File: config.mk
export PLATFORM = sky130hd
export DESIGN_NAME = teclado_tx
export DESIGN_NICKNAME = d
export VERILOG_FILES = /design/src/rtl/teclado_pkg.sv /design/src/rtl/ps2_filtro.sv /design/src/rtl/teclado_tx.sv
export SDC_FILE = /design/constraint.sdc
export NUM_CORES = 1
export LEC_CHECK = 0
export CAP_MARGIN = 5
export CORE_UTILIZATION = 42
export CTS_CLUSTER_DIAMETER = 150
export CTS_CLUSTER_SIZE = 8
export DETAILED_ROUTE_END_ITERATION = 6
export HOLD_SLACK_MARGIN = 0.03
export RECOVER_POWER = 100
export SLEW_MARGIN = 10
export SYNTH_ARGS = -nofsm -noshare
export SYNTH_HDL_FRONTEND = slang
export SYNTH_HIERARCHICAL = 1
export SYNTH_SLANG_ARGS = --single-unit
File: constraint.sdc
create_clock -name reloj -period 2.1 [get_ports reloj]
set_input_delay 0.42 -clock reloj [delete_from_list [all_inputs] [get_ports reloj]]
set_output_delay 0.42 -clock reloj [all_outputs]
set_load 0.02 [all_outputs]
File: src/rtl/teclado_pkg.sv
`default_nettype none
// ============================================================================
// Module      : teclado_pkg
// Description : Shared definitions for the PS/2 keyboard host path. Holds the
//               transmitter FSM encodings, PS/2 frame bit positions, common
//               command bytes and small helper functions.
// Revision    : 1.0 - initial release
// Ports       : none (package)
// ============================================================================
package teclado_pkg;

  // Transmitter FSM encodings
  localparam logic [2:0] ST_IDLE      = 3'd0;
  localparam logic [2:0] ST_INHIBIT   = 3'd1;
  localparam logic [2:0] ST_RTS       = 3'd2;
  localparam logic [2:0] ST_DATA      = 3'd3;
  localparam logic [2:0] ST_ACK       = 3'd4;
  localparam logic [2:0] ST_WAIT_IDLE = 3'd5;

  // Frame bit positions, counted in device clock falls after RTS
  localparam int DATA_BITS  = 8;
  localparam int PARITY_IDX = 9;
  localparam int STOP_IDX   = 10;

  // Common host-to-keyboard commands
  localparam logic [7:0] CMD_SET_LED = 8'hED;
  localparam logic [7:0] CMD_ENABLE  = 8'hF4;

  // Counter width for a count range of n states; never narrower than 1 bit
  function automatic int cnt_width(input int n);
    return (n > 1) ? $clog2(n) : 1;
  endfunction

  // PS/2 uses odd parity: the parity bit makes the total count of ones odd
  function automatic logic odd_parity(input logic [7:0] b);
    return ~^b;
  endfunction

endpackage
`default_nettype wire

File: src/rtl/ps2_filtro.sv
`default_nettype none
// ============================================================================
// Module      : ps2_filtro
// Description : PS/2 pin conditioning. Two-flop synchronizers on both pins,
//               a FILTER_LEN-sample glitch filter on the clock pin and a
//               one-cycle pulse when the filtered clock goes 1->0.
//               Shared by the transmitter and the receiver.
// Revision    : 1.0 - initial release
// Ports       : reloj        in  system clock
//               reset        in  synchronous reset, active-low
//               ps2c_i       in  raw PS/2 clock pin (asynchronous)
//               ps2d_i       in  raw PS/2 data pin (asynchronous)
//               ps2c_sync_o  out synchronized (unfiltered) clock level
//               ps2d_sync_o  out synchronized data level
//               fall_o       out 1-cycle pulse on filtered clock falling edge
// ============================================================================
module ps2_filtro
  import teclado_pkg::*;
#(
  parameter int FILTER_LEN = 8
) (
  input  logic reloj,
  input  logic reset,
  input  logic ps2c_i,
  input  logic ps2d_i,
  output logic ps2c_sync_o,
  output logic ps2d_sync_o,
  output logic fall_o
);

  localparam int                CNT_W    = cnt_width(FILTER_LEN);
  localparam logic [CNT_W-1:0]  CNT_LAST = CNT_W'(FILTER_LEN - 1);

  logic             c_meta_q, c_sync_q;
  logic             d_meta_q, d_sync_q;
  logic             filt_q, filt_d;
  logic [CNT_W-1:0] cnt_q, cnt_d;
  logic             fall_q, fall_d;

  // The counter tracks consecutive samples that disagree with the filtered
  // level; any agreeing sample restarts it, so short glitches never pass.
  always_comb begin
    filt_d = filt_q;
    cnt_d  = '0;
    fall_d = 1'b0;
    if (c_sync_q != filt_q) begin
      if (cnt_q == CNT_LAST) begin
        filt_d = c_sync_q;
        fall_d = ~c_sync_q;
      end else begin
        cnt_d = cnt_q + CNT_W'(1);
      end
    end
  end

  // Idle PS/2 lines are high, so the pipeline resets to 1 to avoid a
  // spurious fall right after reset.
  always_ff @(posedge reloj) begin
    if (!reset) begin
      c_meta_q <= 1'b1;
      c_sync_q <= 1'b1;
      d_meta_q <= 1'b1;
      d_sync_q <= 1'b1;
      filt_q   <= 1'b1;
      cnt_q    <= '0;
      fall_q   <= 1'b0;
    end else begin
      c_meta_q <= ps2c_i;
      c_sync_q <= c_meta_q;
      d_meta_q <= ps2d_i;
      d_sync_q <= d_meta_q;
      filt_q   <= filt_d;
      cnt_q    <= cnt_d;
      fall_q   <= fall_d;
    end
  end

  assign ps2c_sync_o = c_sync_q;
  assign ps2d_sync_o = d_sync_q;
  assign fall_o      = fall_q;

endmodule
`default_nettype wire

File: src/rtl/teclado_tx.sv
`default_nettype none
// ============================================================================
// Module      : teclado_tx
// Description : PS/2 host-to-device transmitter. Inhibits the bus, issues a
//               request-to-send, shifts one command byte (LSB first, odd
//               parity, stop) on device-generated clock falls and checks the
//               device ACK. A watchdog aborts the transfer if the device
//               stops clocking.
//               Optional macro TECLADO_TX_RETRY_EN: the first NAK or timeout
//               of a command restarts the transfer from INHIBIT with the same
//               byte; only a second failure reports tx_err.
// Revision    : 1.0 - initial release
// Ports       : reloj    in  system clock
//               reset    in  synchronous reset, active-low
//               wr_en    in  1-cycle request to transmit din (ignored if busy)
//               din      in  command byte
//               ps2c_in  in  PS/2 clock pin level (asynchronous)
//               ps2d_in  in  PS/2 data pin level (asynchronous)
//               ps2c_oe  out 1 = pull ps2c low
//               ps2d_oe  out 1 = pull ps2d low
//               busy     out transfer in progress (receiver must ignore bus)
//               tx_done  out 1-cycle pulse: frame sent and ACK received
//               tx_err   out 1-cycle pulse: NAK or timeout
// Notes       : INHIBIT_CYCLES must be at least 2.
// ============================================================================
module teclado_tx
  import teclado_pkg::*;
#(
  parameter int INHIBIT_CYCLES = 12000,
  parameter int TIMEOUT_CYCLES = 2000000,
  parameter int FILTER_LEN     = 8
) (
  input  logic       reloj,
  input  logic       reset,
  input  logic       wr_en,
  input  logic [7:0] din,
  input  logic       ps2c_in,
  input  logic       ps2d_in,
  output logic       ps2c_oe,
  output logic       ps2d_oe,
  output logic       busy,
  output logic       tx_done,
  output logic       tx_err
);

  localparam int               INH_W    = cnt_width(INHIBIT_CYCLES);
  localparam int               TO_W     = cnt_width(TIMEOUT_CYCLES);
  localparam logic [INH_W-1:0] INH_LAST = INH_W'(INHIBIT_CYCLES - 1);
  localparam logic [INH_W-1:0] INH_PRE  = INH_W'(INHIBIT_CYCLES - 2);
  localparam logic [TO_W-1:0]  TO_LAST  = TO_W'(TIMEOUT_CYCLES - 1);

  // Conditioned pins
  logic c_sync, d_sync, fall;

  ps2_filtro #(
    .FILTER_LEN (FILTER_LEN)
  ) u_filtro (
    .reloj       (reloj),
    .reset       (reset),
    .ps2c_i      (ps2c_in),
    .ps2d_i      (ps2d_in),
    .ps2c_sync_o (c_sync),
    .ps2d_sync_o (d_sync),
    .fall_o      (fall)
  );

  logic [2:0]       state_q, state_d;
  logic [7:0]       data_q, data_d;
  logic             par_q, par_d;
  logic [INH_W-1:0] inh_q, inh_d;
  logic [TO_W-1:0]  to_q, to_d;
  logic [3:0]       n_q, n_d;
  logic             c_oe_q, c_oe_d;
  logic             d_oe_q, d_oe_d;
  logic             busy_q, busy_d;
  logic             done_q, done_d;
  logic             err_q, err_d;
  logic             ack_ok_q, ack_ok_d;
`ifdef TECLADO_TX_RETRY_EN
  logic             retry_q, retry_d;
`endif

  logic       in_window;
  logic       timeout_hit;
  logic       fall_ok;
  logic       nak_hit;
  logic [3:0] n_next;

  always_comb begin
    state_d  = state_q;
    data_d   = data_q;
    par_d    = par_q;
    inh_d    = inh_q;
    to_d     = to_q;
    n_d      = n_q;
    c_oe_d   = c_oe_q;
    d_oe_d   = d_oe_q;
    busy_d   = busy_q;
    ack_ok_d = ack_ok_q;
    done_d   = 1'b0;
    err_d    = 1'b0;
    nak_hit  = 1'b0;
`ifdef TECLADO_TX_RETRY_EN
    retry_d  = retry_q;
`endif
    n_next   = n_q + 4'd1;

    // The watchdog only runs while the device owns the clock.
    in_window   = (state_q == ST_RTS) || (state_q == ST_DATA) ||
                  (state_q == ST_ACK) || (state_q == ST_WAIT_IDLE);
    timeout_hit = in_window && (to_q == TO_LAST);
    // An expiring timeout takes precedence over a coincident fall.
    fall_ok     = fall && !timeout_hit;

    if (in_window) begin
      if (timeout_hit || fall) to_d = '0;
      else                     to_d = to_q + TO_W'(1);
    end

    case (state_q)
      ST_IDLE: begin
        if (wr_en) begin
          data_d   = din;
          par_d    = odd_parity(din);
          state_d  = ST_INHIBIT;
          busy_d   = 1'b1;
          c_oe_d   = 1'b1;
          d_oe_d   = 1'b0;
          inh_d    = '0;
          ack_ok_d = 1'b0;
`ifdef TECLADO_TX_RETRY_EN
          retry_d  = 1'b0;
`endif
        end
      end

      ST_INHIBIT: begin
        if (inh_q == INH_LAST) begin
          // Release the clock with data held low: request-to-send.
          state_d = ST_RTS;
          c_oe_d  = 1'b0;
          to_d    = '0;
          n_d     = 4'd0;
        end else begin
          inh_d = inh_q + INH_W'(1);
          // Start bit goes on the line during the last inhibit cycle.
          if (inh_q == INH_PRE) d_oe_d = 1'b1;
        end
      end

      ST_RTS, ST_DATA: begin
        if (fall_ok) begin
          state_d = ST_DATA;
          n_d     = n_next;
          if (n_next <= 4'(DATA_BITS)) begin
            // n_next[2:0]-1 wraps 8 back to index 7, giving bits 0..7.
            d_oe_d = ~data_q[n_next[2:0] - 3'd1];
          end else if (n_next == 4'(PARITY_IDX)) begin
            d_oe_d = ~par_q;
          end else begin
            // Stop bit: release data and wait for the device ACK.
            d_oe_d  = 1'b0;
            n_d     = 4'(STOP_IDX);
            state_d = ST_ACK;
          end
        end
      end

      ST_ACK: begin
        if (fall_ok) begin
          if (!d_sync) begin
            ack_ok_d = 1'b1;
            state_d  = ST_WAIT_IDLE;
          end else begin
            nak_hit  = 1'b1;
          end
        end
      end

      ST_WAIT_IDLE: begin
        if (c_sync && d_sync) begin
          state_d  = ST_IDLE;
          busy_d   = 1'b0;
          done_d   = ack_ok_q;
          ack_ok_d = 1'b0;
        end
      end

      default: begin
        state_d = ST_IDLE;
        c_oe_d  = 1'b0;
        d_oe_d  = 1'b0;
        busy_d  = 1'b0;
      end
    endcase

    // Failure handling overrides whatever the state decided above.
    if (timeout_hit || nak_hit) begin
      done_d = 1'b0;
`ifdef TECLADO_TX_RETRY_EN
      if (!retry_q) begin
        retry_d  = 1'b1;
        state_d  = ST_INHIBIT;
        inh_d    = '0;
        to_d     = '0;
        c_oe_d   = 1'b1;
        d_oe_d   = 1'b0;
        busy_d   = 1'b1;
        ack_ok_d = 1'b0;
      end else begin
`endif
        err_d = 1'b1;
        if (timeout_hit) begin
          state_d = ST_IDLE;
          c_oe_d  = 1'b0;
          d_oe_d  = 1'b0;
          busy_d  = 1'b0;
        end else begin
          // NAK: the device still owns the bus until both lines idle.
          state_d  = ST_WAIT_IDLE;
          ack_ok_d = 1'b0;
        end
`ifdef TECLADO_TX_RETRY_EN
      end
`endif
    end
  end

  always_ff @(posedge reloj) begin
    if (!reset) begin
      state_q  <= ST_IDLE;
      data_q   <= '0;
      par_q    <= 1'b0;
      inh_q    <= '0;
      to_q     <= '0;
      n_q      <= '0;
      c_oe_q   <= 1'b0;
      d_oe_q   <= 1'b0;
      busy_q   <= 1'b0;
      done_q   <= 1'b0;
      err_q    <= 1'b0;
      ack_ok_q <= 1'b0;
`ifdef TECLADO_TX_RETRY_EN
      retry_q  <= 1'b0;
`endif
    end else begin
      state_q  <= state_d;
      data_q   <= data_d;
      par_q    <= par_d;
      inh_q    <= inh_d;
      to_q     <= to_d;
      n_q      <= n_d;
      c_oe_q   <= c_oe_d;
      d_oe_q   <= d_oe_d;
      busy_q   <= busy_d;
      done_q   <= done_d;
      err_q    <= err_d;
      ack_ok_q <= ack_ok_d;
`ifdef TECLADO_TX_RETRY_EN
      retry_q  <= retry_d;
`endif
    end
  end

  assign ps2c_oe = c_oe_q;
  assign ps2d_oe = d_oe_q;
  assign busy    = busy_q;
  assign tx_done = done_q;
  assign tx_err  = err_q;

endmodule
`default_nettype wire

# Word level (Yosys, flattened, before mapping)
# Index checks and enable logic that the tools add are counted.
totals:
  ram_bits: 0
  romBits: 0
  mem_count: 0
  register_bits: 66
  latchBits: 0
op_classes:
  order_cmp: 2
  add_sub_neg: 5
  n_eq_ne: 21
  n_mux: 55
  bitwise_logic: 7
  reduce_logical: 25
  n_shift: 0
  multipliers: 0
  div_mod_pow: 0
op_table:
  columns: ["op", "count"]
  rows:
  - ["21-bit two-way mux", 4]
  - ["3-bit two-way mux", 10]
  - ["14-bit == test (second input constant)", 2]
  - ["14-bit two-way mux", 2]
  - ["14-bit case mux with 2 select lines", 1]
  - ["1-bit two-way mux", 27]
  - ["21-bit by 1-bit adder with 21-bit output (second input constant)", 1]
  - ["21-bit == test (second input constant)", 1]
  - ["4-bit two-way mux", 4]
  - ["3-bit case mux with 5 select lines", 1]
  - ["14-bit by 1-bit adder with 14-bit output (second input constant)", 1]
  - ["3-bit != test (second input constant)", 4]
  - ["4-bit OR reduction", 3]
  - ["3-bit == test (second input constant)", 3]
  - ["1-bit case mux with 3 select lines", 3]
  - ["3-bit AND reduction", 3]
  - ["2-bit != test (second input constant)", 4]
  - ["4-bit case mux with 2 select lines", 1]
  - ["8-bit XNOR reduction", 1]
  - ["1-bit inverter", 7]
  - ["3-bit by 2-bit == test with 1-bit output (second input constant)", 2]
  - ["6-bit AND reduction", 1]
  - ["1-bit logical OR", 5]
  - ["4-bit by 1-bit adder with 4-bit output (second input constant)", 1]
  - ["18 further kinds", 23]

# Depth between registers and ports, before layout
# Gate-level depths: netlist (run 1).
logic_depth:
  word_depth: 12
  ltp_mapped: 7
  mapped_depth_nobuf: 7

# Modules after synthesis
# Netlist (run 1), hierarchy kept.
modules_own_cells:
  columns: ["module", "area_each_um2", "n_inst", "cells_each", "seq_area_each_um2"]
  rows:
  - ["teclado_tx", 3124.2, 1, 364, 1141.1]
  - ["ps2_filtro", 299.0, 1, 23, 180.2]

# Least setup slack after synthesis (run 1)
# OpenSTA, ideal clock, no wires.
synth_path:
  path_type: "reg-to-reg"
  from: "reg inh_q[0]"
  to: "reg inh_q[13]"
  path_stages_with_launch: 7
  slack_ps: 149
  synth_period_minus_slack_ps: 1951
  setup_time_ps: 101
  arrival_ps: 1850
  n_path_buf: 0
  path_cell_list: "dfxtp_1 ha_1 nand3_1 or4_1 a21oi_2 o311ai_0 o41ai_1"
synth_via:
  elab_chain_len: 3
synth_lines:
  columns: ["item", "line_no", "rtl"]
  rows:
  - ["start, declared", "teclado_tx.sv:70", "logic [INH_W-1:0] inh_q, inh_d;"]
  - ["start signal, assigned", "teclado_tx.sv:250", "inh_q <= inh_d;"]
  - ["14-bit by 1-bit adder with 14-bit output or 14-bit == test (tied branches)", "teclado_tx.sv:145, teclado_tx.sv:138", null]
  - ["14-bit two-way mux or 2-bit != test (tied branches)", null, null]
  - ["14-bit case mux with 2 select lines or 3-bit AND reduction (tied branches)", null, null]
# Parallel ways exist; a longest one is shown, timed or not. The select of a mux whose other input is x is not followed.
# A chain may end at the register's enable or synchronous reset.

# Worst setup path after layout (run 1)
layout_path:
  from: "in wr_en"
  to: "reg inh_q[8]"
layout_via:
  elab_chain_len: 2
layout_lines:
  columns: ["item", "line_no", "rtl"]
  rows:
  - ["start, declared", "teclado_tx.sv:35", "input logic wr_en,"]
  - ["2-bit != test (no line)", null, null]
  - ["3-bit AND reduction (no line)", null, null]
# Every way passes these cells.

==> run metrics, run 1 <==
Worst Max-Slew Pin Slew=0.482 ns; top cell type's share of synthesized area=roughly two fifths; Syn-to-layout area delta=19.8%; P_leak=~1.5 nW; crit-path cells=dlygate4sd3_1 -> or4b_1 -> clkbuf_2 -> and2_1 -> nand2_1 -> a21oi_1 -> a31o_2; Worst path max stage delay=0.59 ns; Detail Route Antenna Nets=0; initial core utilization=a little over two fifths; dpl cell area=roughly 4000 sq um; Synth Area in Compound Gates=between 10% and 20%; largest area contributor in the netlist=dfxtp_1; Seq/Total Area, Yosys=38.6%; I/O pins=18; Setup Viol. Count Final=0; netlist area before placement=roughly 3400 sq um; 1st-pass router iterations=4; Seq cells post-synth=66; syn nets=just over 400; nets=approximately 460; Fmax achieved=about 500 MHz; vias per cell=around 5.4; quantity of I/O buffers inserted on ports=17; TritonCTS Buffers=9; grt ovf=0; CTS Sinks=66; fin crit period=about 2 ns; Cell Rows=32; die width=92.3 um; Core Footprint=just under 8000 sq um; CTS HTree Levels=3; multiplexer share of the synthesized area=under 10%; clock buffer depth=2; final non-filler cell total=543; post-synthesis xor/xnor area fraction=a little under a tenth; Startpoint Class=input pin; clk slew on worst S/H paths=around 0.07 ns; Top FF cell, synth=dfxtp_1; vias in the first global route=~2700; clk_lat worst skew=between 0.3 and 0.4 ns; top cells by area, synth=dfxtp_1 39%, xnor2_1 6.4%, nand2_1 4.5%, nor2_1 4.4%, nand3_1 3.1%; Via Count=roughly 2900; Warnings, synthesis=6; Die Area=8520 sq um; antenna violations before repair=0; number of remaining DRC errors=0; Routed WL per cell=13.7 um; Worst EP required=about 2.3 ns; FFs w/ async S/R, synth=0%; DP Wirelength=between 5 and 6 mm; top cells by count, synth=66 x dfxtp_1, 41 x nand2_1, 40 x nor2_1; Tcrit/Tclk final=95.2%; most frequent cell after synthesis=dfxtp_1; status=complete, no violations; Avg Cell Area, Syn=8.85 sq um; CTS tree=built; Post-Syn Instances=387; final slew viol count=0; Post-Synth Simple-Gate Area=28.7%; final non-filler cell area=4100 sq um; die height=just over 90 um; crit path DAT=~2.2 ns; critical path endpoint category=flop; largest net degree at the start of global routing=29; WS Path Type=in2reg; 1st-iter DRT viols=between 100 and 150; Max-Cap Viols=0; EDFF count, synth=0; VDD IR-drop max=438 uV; crit path max fanout=9; relative slew slack=about 68%; Post-Place Cells=527; Worst Hold Class=reg2reg; CTS Root Cell=clkbuf_8; share of layout cells above drive strength 1=roughly 15%; unrepaired setup endpoints after global routing=no; clock skew=between 0.01 and 0.015 ns; CP max-delay cell=dlygate4sd3_1; n_diodes=0; final hold vios=0; CTS Hold Buffers Added=0; Cell Pwr Density=slightly above 800 nW/um^2; routability cong.=approximately 0.85; largest family of logic cells by synthesized area=simple AND/OR/NAND/NOR gates; Routed Wire Length=around 7.4 mm; Post-Synth Adder-Cell Area=just under 3%; library cells used by synthesis=65; Overall Global Routing Usage=between 10% and 20%; first-pass GRT wire length=approximately 13 mm
## stage by stage
stage               power, mW  utilization (%)  setup WS [ns]  hold WS, ns  setup TNS (ns)
floorplan                1.99                -          0.149        0.385               0
global placement         2.29             50.2         -0.103        0.386          -0.482
detailed placement       2.30             50.2         -0.146        0.393          -0.918
CTS                      3.34             52.5        0.00517        0.410               0
global route             3.51             52.5        0.00830        0.422               0
finish                   3.31             52.5         0.0999        0.405               0
## where the power goes
part	internal, mW	switching [mW]
registers	1.33	0.0741
logic	0.365	0.503
clock network	0.540	0.495
total	2.24	1.07
## logic make-up after synthesis
family | count (synthesis)
fa+ha+maj | 8
simple gates | 181
mux | 5
buf+inv | 22
flops | 66
xor+xnor | 37
compound gates | 68
## worst max-delay path, delay by kind of cell
kind / cells / cell delay (ns)
AO/OA/AOI/OAI: 2 / 0.26
AND/OR/NAND/NOR: 3 / 0.77
buffers and inverters: 2 / 0.79
## placed cells by master (no fill, tap or decap), types with 11 or more instances in the layout
master    instances
nand2_1          41
xnor2_1          25
xor2_1           12
buf_4            30
nand3_1          21
nor2_1           40
a21boi_0         11
a21oi_1          11
dfxtp_1          66
## layout make-up
class	count	area, sq um
fillers	750	3710
inverters	8	30.0
repair buffers	53	452
clock buffers	10	128
well taps	102	128
multi-input cells	299	1990
flip-flops and latches	66	1320
clock inverters	5	56.3
## final timing paths
path / startpoint / endpoint / slack (ns) / cells past startpoint
worst max register to register: inh_q[13] / n_q[1] / 0.12 / 6
worst min register to register: u_filtro/d_meta_q / u_filtro/ps2d_sync_o / 0.40 / 1
worst max-delay path: wr_en / inh_q[8] / 0.1 / 7
worst min-delay path: u_filtro/d_meta_q / u_filtro/ps2d_sync_o / 0.40 / 1
## flip-flops by register name, indices dropped and copies added, names as in the netlist, 3 cells and up
name	flops
data_q	8
inh_q	14
n_q	4
state_q	3
to_q	21
u_filtro/cnt_q	3
## repair_timing
action                                  in CTS  in global routing
setup buffers                                0                  1
endpoints found under the setup margin       0                 32
gates resized for setup                      0                  5
## routing by layer
layer | GRT usage [%] | up-vias | part of all wire (%)
met5 | 0 | - | 0
met4 | 5.47 | 0 | 1.1
met3 | 5.47 | 7 | 3.5
met2 | 29.9 | 52 | 46
met1 | 25.1 | 1360 | 49
li1 | - | 1491 | -
No activity file was read; power rests on OpenSTA's default activity.
==> inputs of run 2 (changes only) <==
Clock period 2.1 ns to 2 ns, I/O delays scaled along.
==> run metrics, run 2 (synthesized netlist as in run 1, its figures left out) <==
status=complete, no violations; routability cong.=around 0.85; post-route setup TNS=0 ns; most common cell after layout, fill and taps aside=dfxtp_1; crit path to=inh_q[8]; Routed Wire Length=around 7.5 mm; dpl ws=-0.224 ns; TritonCTS Buffers=9; vias in the first global route=between 2000 and 3000; I/O pins=18; clock skew=roughly 0.011 ns; largest registers=to_q (21), inh_q (14), data_q (8); die width=92.3 um; Detail Route Antenna Nets=0; DP Wirelength=5.41 mm; 1st-pass router iterations=4; fin crit period=a little under 2 ns; Worst Hold Class=reg2reg; n_diodes=0; number of remaining DRC errors=0; final non-filler cell total=about 570; Die Area=~8500 sq um; Util after Layout=a little under three fifths; quantity of I/O buffers inserted on ports=17; critical path endpoint category=flop; Worst EP required=approximately 2.2 ns; hold slack=0.405 ns; final hold vios=0; Syn-to-layout area delta=26.8%; crit path DAT=2.17 ns; Total Power=around 3.7 mW; die height=~90 um; clock buffer depth=2; P_leak=~1.6 nW; Setup crit start=wr_en; R2R Setup Slk=0.08 ns; Core Footprint=~7800 sq um; Final WS setup=roughly 0.074 ns; initial core utilization=a little over two fifths; Overall Global Routing Usage=a little under a fifth; relative slew slack=68.9%; CTS HTree Levels=3; vias per cell=5.32; Fmax achieved=519 MHz; Cell Pwr Density=between 800 and 900 nW/um^2; Crit Reg-Reg Startpoint=to_q[13]; reg2reg end=n_q[2]; CTS Sinks=66; CTS Root Cell=clkbuf_8; Routed WL per cell=13.3 um; Max-Cap Viols=0; Largest register FFs=21; share of layout cells above drive strength 1=21.8%; Cell Rows=32; clk slew on worst S/H paths=about 0.070 ns; clk_lat worst skew=between 0.3 and 0.4 ns; final slew viol count=0; Startpoint Class=input pin; commonest non-fill, non-tap cells in the layout=61 x dfxtp_1, 53 x buf_4, 41 x nand2_1; grt ovf=0; Worst R2R Path Depth=6; largest net degree at the start of global routing=36; Via Count=3005; Setup Viol. Count Final=0; VDD IR-drop max=about 590 uV; Top reg by flops=to_q; final non-filler cell area=about 4300 sq um; Tcrit/Tclk final=96.3%; 1st-iter DRT viols=between 150 and 200; CTS tree=built; unrepaired setup endpoints after global routing=yes; antenna violations before repair=0; first-pass GRT wire length=around 13 mm; dpl cell area=about 4000 sq um; WS Path Type=in2reg; crit path max fanout=9; CTS Hold Buffers Added=0; Post-Place Cells=~550; Worst Max-Slew Pin Slew=0.462 ns; nets=approximately 480
[run 2: cell count changes in the layout (fill, tap and decap cells not counted), moves of 2 or more]
cell	change
buf_4	+23
nor4_1	-2
inv_6	+2
clkbuf_1	-3
dfxtp_1	-5
dfxtp_2	+5
[run 2: metal layers]
metal / part of all wire [%] / vias up / GRT usage, % / wire length (um)
li1: - / 1539 / - / -
met1: 49 / 1389 / 24.0 / 3660
met2: 46 / 63 / 30.8 / 3450
met3: 3.2 / 14 / 3.32 / 237
met4: 2.3 / 0 / 9.64 / 174
met5: 0 / - / 0 / 0
[run 2: worst max-delay path, stage by stage]
cell and delay, ns:
dlygate4sd3_1 0.59, or4b_1 0.44, buf_4 0.18, a21oi_1 0.23, a21oi_1 0.10, a31o_2 0.22
[run 2: cell type report]
type,instances,area (sq um)
well taps,102,128
clock buffers,11,141
multi-input cells,299,2030
fillers,717,3470
inverters,8,30.0
repair buffers,74,618
flip-flops and latches,66,1330
clock inverters,5,61.3
[run 2: how the worst min path moves through the flow]
stage / from / endpoint / cells past startpoint
after global routing: u_filtro/c_meta_q / u_filtro/ps2c_sync_o / 1
after detailed placement: u_filtro/c_meta_q / u_filtro/ps2c_sync_o / 1
after global placement: u_filtro/d_meta_q / u_filtro/ps2d_sync_o / 1
after CTS: u_filtro/c_meta_q / u_filtro/ps2c_sync_o / 1
after floorplan: u_filtro/c_meta_q / u_filtro/ps2c_sync_o / 1
final: u_filtro/d_meta_q / u_filtro/ps2d_sync_o / 1
[run 2: what timing repair did]
item | CTS | global route
pin swaps | 1 | 4
gates resized for setup | 2 | 15
setup endpoints to repair | 4 | 33
buffers inserted | 1 | 3
[run 2: where the power goes]
| part | switching, mW | internal [mW] |
|---|---|---|
| Sequential | 0.0630 | 1.40 |
| Combinational | 0.571 | 0.478 |
| Clock | 0.549 | 0.619 |
==> inputs of run 3 (changes only) <==
Settings changed: GPL_TIMING_DRIVEN set to 0.
==> run metrics, run 3 (synthesized netlist as in run 1, its figures left out) <==
Routed Wire Length=about 7.6 mm; largest net degree at the start of global routing=12; Core Footprint=between 7000 and 8000 sq um; die height=about 92 um; status=complete, no violations; Post-Place Cells=around 500; 1st-iter DRT viols=between 100 and 150; Via Count=just under 3000; Tcrit/Tclk final=97.5%; 1st-pass router iterations=4; crit path DAT=~2.2 ns; antenna violations before repair=0; Worst EP required=around 2.2 ns; commonest non-fill, non-tap cells in the layout=52 x dfxtp_1, 40 x nand2_1, 38 x nor2_1; TritonCTS Buffers=9; crit path max fanout=5; Syn-to-layout area delta=24.4%; vias in the first global route=2651; first-pass GRT wire length=12.6 mm; quantity of I/O buffers inserted on ports=17; VDD IR-drop max=~500 uV; vias per cell=5.46; Worst Max-Slew Pin Slew=0.490 ns; clk_lat worst skew=between 0.3 and 0.4 ns; relative slew slack=67.1%; final non-filler cell total=536; grt ovf=0; Die Area=8520 sq um; fin crit period=slightly below 2 ns; P_leak=approximately 1.5 nW; DP Wirelength=5.01 mm; Overall Global Routing Usage=between 10% and 20%; Fmax achieved=513 MHz; final slew viol count=0; CTS Sinks=between 60 and 70; most common cell after layout, fill and taps aside=dfxtp_1; Routed WL per cell=between 10 and 15 um; unrepaired setup endpoints after global routing=yes; Startpoint Class=flop; CTS Hold Buffers Added=0; CTS Root Cell=clkbuf_8; dpl cell area=3720 sq um; nets=450; share of layout cells above drive strength 1=between 20% and 30%; largest registers=to_q (21), inh_q (14), data_q (8); Largest register FFs=21; initial core utilization=43.8%; Total Power=roughly 3.6 mW; number of remaining DRC errors=0; WS Path Type=reg2reg; clock buffer depth=2; n_diodes=0; Detail Route Antenna Nets=0; Worst Hold Class=reg2reg; CTS tree=built; critical path endpoint category=flop; routability cong.=0.850; Top reg by flops=to_q; Cell Pwr Density=about 830 nW/um^2; Max-Cap Viols=0; CTS HTree Levels=3; Setup Viol. Count Final=0; clk slew on worst S/H paths=~0.070 ns; final hold vios=0; Util after Layout=between 50% and 60%; clock skew=~0.0097 ns; die width=~92 um; final non-filler cell area=approximately 4300 sq um; I/O pins=18; Cell Rows=32
==> run 3: layer usage <==
layer	track usage (%)	wire (um)	vias up
met3	4.31	292	13
met2	28.7	3460	71
met5	0	0	-
met1	24.9	3720	1367
met4	7.16	104	0
li1	-	-	1474
==> run 3: worst max-delay path: stages (launching register included) <==
cell and delay, ns:
dfxtp_4 0.36, or3b_4 0.39, or3_4 0.35, or3_4 0.37
o211ai_4 0.15, buf_6 0.17, a21oi_1 0.04
==> run 3: final timing paths <==
kind                                        start  slack (ns)  cells past startpoint              endpoint
worst min register to register  u_filtro/c_meta_q        0.41                      1  u_filtro/ps2c_sync_o
worst min-delay path            u_filtro/c_meta_q        0.41                      1  u_filtro/ps2c_sync_o
worst max register to register           inh_q[8]        0.05                      6               to_q[1]
worst max-delay path                     inh_q[8]        0.05                      6               to_q[1]
==> run 3: through the flow <==
step	setup TNS [ns]	hold WS, ns	setup WS (ns)
finish	0	0.407	0.0509
global route	-0.410	0.441	-0.0268
CTS	0	0.414	0.00750
detailed placement	-11.54	0.395	-0.440
global placement	-11.12	0.389	-0.447
floorplan	0	0.385	0.0494
==> run 3: area by class of cell <==
cell class              instances  area (sq um)
fillers                       749          3550
clock buffers                  12           155
repair buffers                 32           294
plain buffers                  13           103
well taps                     102           128
multi-input cells             299          2150
clock inverters                 4          50.0
inverters                       8          30.0
flip-flops and latches         66          1350
==> run 3: power breakdown <==
| group | switching [mW] | internal, mW | total, mW |
|---|---|---|---|
| logic | 0.587 | 0.373 | 0.960 |
| registers | 0.0515 | 1.40 | 1.45 |
| clock network | 0.504 | 0.642 | 1.15 |
| total | 1.14 | 2.41 | 3.55 |
==> run 3: repair_timing <==
item                                    CTS  global route
buffers inserted                          5             8
endpoints found under the setup margin   39            44
gates cloned                              2             0
gates resized for setup                  33            33
pin swaps                                 4            13
==> edit 1 (settings of run 3) <==
Add a define of `TECLADO_TX_RETRY_EN`.
--- a/src/rtl/teclado_tx.sv
+++ b/src/rtl/teclado_tx.sv
@@ -23,6 +23,8 @@
 //               tx_err   out 1-cycle pulse: NAK or timeout
 // Notes       : INHIBIT_CYCLES must be at least 2.
 // ============================================================================
+`define TECLADO_TX_RETRY_EN
+
 module teclado_tx
   import teclado_pkg::*;
 #(
Check against the original RTL: no difference found for any inputs over 10 cycles, from zero or initial values and one cycle with reset low; that may be too few to reach the edited logic, so the function may still have changed.
==> edit 1 against run 3 <==
Wire length grew 11%. Highest routed layer unchanged. Utilization grew 2.6 points. Area after synthesis grew 1.8%. Largest cell class unchanged. The flow now finishes with violations (setup timing). Design area grew 5.9%. Worst setup slack lost 58 ps. Sequential cell count grew 1. Power grew 0.80%.
==> edit 1: results (changes against run 3) <==
Routing
  • WL met1: 4.01 mm (+8.0%)
  • Met2 wire length: 3.90 mm (+13%)
  • Via count: 3174 (+8.5%)
  • DR vias/cell: 5.49 (+0.63%)
  • Met3 routed WL: 377 µm (+29%)
  • DR iter-0 viols: 205 (+75%)
  • Wire length per cell: 14.6 µm (+3.2%)
  • Highest routed layer: met4

Yosys
  • Adder-cell area share of the yosys netlist: 4.31% (+1.4 points)
  • Area fraction in compound gates after synthesis: 16.7% (+2.1 points)
  • Yosys cell types: 62 (-4.6%)
  • Xor/xnor share of the synthesized area: 7.79% (-1.7 points)
  • Largest cells by area after synthesis: dfxtp_1 38%, nand2_1 6.4%, nor2_1 4.8%
  • Seq/Total Area, Yosys: 38.5% (-0.12 points)
  • Post-synthesis mux area share: 2.19% (-0.0035 points)
  • Syn Nets: 441 (+8.1%)
  • Synth top cells by count: 67 x dfxtp_1, 59 x nand2_1, 45 x nor2_1
  • Yosys warns: 6 (unchanged)
  • Mapped Cells: 416 (+7.5%)

Layout
  • Nets: 498 (+11%)
  • Max FFs per register: 21 (unchanged)
  • Layout cells sized above 1: 25.0% (+3.8 points)
  • Largest regs: to_q x21, inh_q x14, data_q x8

Place
  • Placed cell area: 0.00379 mm² (+1.8%)
  • # placed instances: 535 (+5.7%)
  • Final Wtd Congestion: 0.865 (+1.8%)
  • HPWL Detailed: 5.51 mm (+9.9%)
  • Pre-CTS setup slack: -491 ps (-50.6 ps)

Critical path
  • End of the critical path: state_q[2]$_SDFFE_PN0P_
  • CP max FO: 6 (+1)
  • Max incr delay on CP: 400 ps
  • Worst path slowest cell: or3_1
  • R2R cell count: 7 (+1)
  • RR Startpoint: n_q[2]$_SDFFE_PN0P_
  • Worst Path Arrival: 2280 ps (+110 ps)

Global routing
  • GR Layer Usage met1: 26.7% (+1.8 points)
  • Vias in the first global route: 2831 (+6.8%)
  • Global Route Usage Sum: 20.1% (+1.6 points)
  • M2 GR Usage: 31.7% (+3.0 points)
  • First-pass GRT wire length: 13.6 mm (+8.1%)
  • M3 GR Usage: 4.88% (+0.57 points)
  • Pin count of the biggest net entering global routing: 15 (+3)

STA
  • Final Skew: 7.70 ps (-1.96 ps)
  • Worst slew pin tran: 630 ps (+140 ps)
  • Setup WS post-layout: -7.31 ps (-58.2 ps)
  • Setup violators final: 1 (+1)
  • Post-route setup TNS: -7.31 ps (-7.31 ps)

Power and ir drop
  • Leak: 1.64 nW (+11%)
  • Peak supply drop: 0.000457 V (-9.1%)

Outcome
  • Outcome: complete, but fails checks
  • Failing checks: setup timing

CTS
  • Root buffer cell: clkbuf_8
  • H-tree depth: 3 (unchanged)
  • Worst-case clock buffer depth: 2 (unchanged)
  • Post-CTS Setup Repair Bufs: 9 (+4)
  • PostCTS Resize Cnt: 50 (+52%)
edit 1: cell types whose count changed in the layout (fill, tap and decap cells not counted), sizes merged, moves of 7 or more:
| cell | delta |
|---|---|
| nand2 | +18 |
| o21ai | +11 |
| a21oi | +7 |
| nand3 | -7 |
| xnor2 | -12 |
| buf | +13 |
edit 1: how the worst min path moves through the flow:
stage	from	end	slack, ps	cells after the start
3_3_place_gp	u_filtro/c_meta_q$_SDFF_PN1_	u_filtro/ps2c_sync_o$_SDFF_PN1_	390	1
6_report	u_filtro/d_meta_q$_SDFF_PN1_	u_filtro/ps2d_sync_o$_SDFF_PN1_	410	1
5_1_grt	u_filtro/c_meta_q$_SDFF_PN1_	u_filtro/ps2c_sync_o$_SDFF_PN1_	430	1
3_5_place_dp	u_filtro/d_meta_q$_SDFF_PN1_	u_filtro/ps2d_sync_o$_SDFF_PN1_	400	1
2_1_floorplan	u_filtro/c_meta_q$_SDFF_PN1_	u_filtro/ps2c_sync_o$_SDFF_PN1_	380	1
4_1_cts	u_filtro/d_meta_q$_SDFF_PN1_	u_filtro/ps2d_sync_o$_SDFF_PN1_	410	1
edit 1: critical path: cells and delay by family, from the launching register on:
kind	cells	cell delay, ps
AO/OA/AOI/OAI	2	220
XOR/XNOR	1	300
buffers and inverters	1	190
flip-flops	1	310
AND/OR/NAND/NOR	3	920
edit 1: layout make-up:
class                   instances  area [µm²]
repair buffers                 46         407
inverters                       9        47.5
well taps                     102         128
clock inverters                 5        32.5
plain buffers                  16         121
clock buffers                   9         124
multi-input cells             324        2280
flip-flops and latches         67        1370
fillers                       713        3380
edit 1: power breakdown:
part | switching (mW) | internal [mW]
registers | 0.0683 | 1.42
logic | 0.667 | 0.491
clock network | 0.506 | 0.430
total | 1.24 | 2.34
==> edit 2 (config.mk and constraints of run 3) <==
Made on the original files. Put one more register stage on the output `tx_done`, with the module's reset. The value now appears one clock later. The other outputs are not delayed to match. Comments in the files are not updated.
--- a/src/rtl/teclado_tx.sv
+++ b/src/rtl/teclado_tx.sv
@@ -265,7 +265,13 @@
   assign ps2c_oe = c_oe_q;
   assign ps2d_oe = d_oe_q;
   assign busy    = busy_q;
-  assign tx_done = done_q;
+  always_ff @(posedge reloj) begin
+    if (!reset) begin
+      tx_done <= '0;
+    end else begin
+      tx_done <= done_q;
+    end
+  end
   assign tx_err  = err_q;
 
 endmodule
Behaviour: no difference found for any inputs over 10 cycles, from zero or initial values and one cycle with reset low; that may be too few to reach the edited logic, so the function may still have changed.
==> edit 2 against run 3 <==
Design area shrank 0.73%. Critical endpoint is now to_q[16]$_SDFF_PN0_. Sequential cell count increased by 1. Wire length down 0.57%. Utilization increased by 0.16 points. Area after synthesis is 1.8% lower. Highest routed layer unchanged. First-iteration DRC count rose by 57%. Power rose by 3.0%. Worst setup slack worse by 7.6 ps.
==> edit 2: results (changes against run 3) <==
Yosys
  • Mean Syn Cell Area: 8.62 µm² (-2.5%)
  • Area fraction in compound gates after synthesis: 14.2% (-0.37 points)
  • Largest cells by area after synthesis: dfxtp_1 40%, xnor2_1 6.8%, nor2_1 5.6%
  • Seq/Total Area, Yosys: 39.9% (+1.3 points)
  • Synth top cells by count: 67 x dfxtp_1, 50 x nor2_1, 42 x nand2_1
  • Async set-reset flop share out of synthesis: 0% (unchanged)
  • Post-synthesis mux area share: 1.64% (-0.56 points)
  • Syn Nets: 411 (+0.74%)
  • Post-synth top area share: 39.9% (+1.3 points)
  • Yosys warns: 6 (unchanged)
  • Yosys cell types: 59 (-9.2%)
  • Xor/xnor share of the synthesized area: 10.4% (+0.95 points)
  • Adder-cell area share of the yosys netlist: 2.98% (+0.052 points)

Layout
  • Nets: 452 (+0.44%)
  • Final Instance Area: 0.00423 mm² (-0.73%)
  • Largest regs: to_q x21, inh_q x14, data_q x8
  • Final Non-Filler Cells: 538 (+0.37%)
  • Layout cells sized above 1: 20.2% (-1.0 points)

Routing
  • Overall routed net length: 7.53 mm (-0.57%)
  • DR iter-0 viols: 184 (+57%)
  • DR pass1 iterations: 4 (unchanged)

Outcome
  • Outcome: finished clean

Place
  • HPWL Detailed: 5.04 mm (+0.50%)
  • Final Wtd Congestion: 0.897 (+5.5%)
  • Pre-CTS setup slack: -425 ps (+15.1 ps)
  • # placed instances: 509 (+0.59%)
  • Placed cell area: 0.00366 mm² (-1.6%)

Critical path
  • Max incr delay on CP: ~400 ps
  • Worst Path Arrival: 2190 ps (+20 ps)
  • Worst setup path start: inh_q[12]$_SDFFE_PN0P_
  • Worst path slowest cell: or3_4

Global routing
  • First-pass GRT wire length: 13.0 mm (+3.6%)
  • Pin count of the biggest net entering global routing: 13 (+1)
  • Global Route Usage Sum: 19.4% (+0.85 points)
  • Vias in the first global route: 2757 (+4.0%)

Power and ir drop
  • Peak supply drop: 0.000393 V (-22%)
  • Clk pwr share: 34.0% (+1.7 points)
  • Seq pwr share: 40.8% (about the same)
  • Pwr Total: 3.66 mW (+3.0%)
  • NetSw: 1.17 mW (+2.5%)

CTS
  • Post-CTS Setup Repair Bufs: 4 (-1)
  • Worst-skew pair later-pin latency: 340 ps (about the same)
  • Clock transition at path regs: 80 ps
  • PostCTS Resize Cnt: 40 (+21%)

STA
  • Max_slew headroom: 52.5% (-15 points)
  • Final Skew: 9.70 ps (+0.0467 ps)
==> edit 2: metal layers <==
metal	part of all wire (%)	track usage [%]	wire length [µm]	up-vias
met4	1.6	7.01	124	0
met5	0	0	0	-
met1	50	25.8	3730	1341
li1	-	-	-	1464
met2	46	30.5	3470	39
met3	2.7	4.52	205	9
==> edit 2: cell type report <==
type / count / area [µm²]
fillers: 706 / 3500
clock inverters: 7 / 92.6
repair buffers: 32 / 297
inverters: 9 / 33.8
well taps: 102 / 128
plain buffers: 12 / 81.3
clock buffers: 9 / 124
multi-input cells: 300 / 2110
flip-flops and latches: 67 / 1370
==> edit 2: final timing paths <==
path / endpoint / slack, ps / cells after the start
max reg2reg: to_q[16]$_SDFF_PN0_ / 40 / 7
max: to_q[16]$_SDFF_PN0_ / 40 / 7
min reg2reg: u_filtro/ps2c_sync_o$_SDFF_PN1_ / 410 / 1
min: u_filtro/ps2c_sync_o$_SDFF_PN1_ / 410 / 1
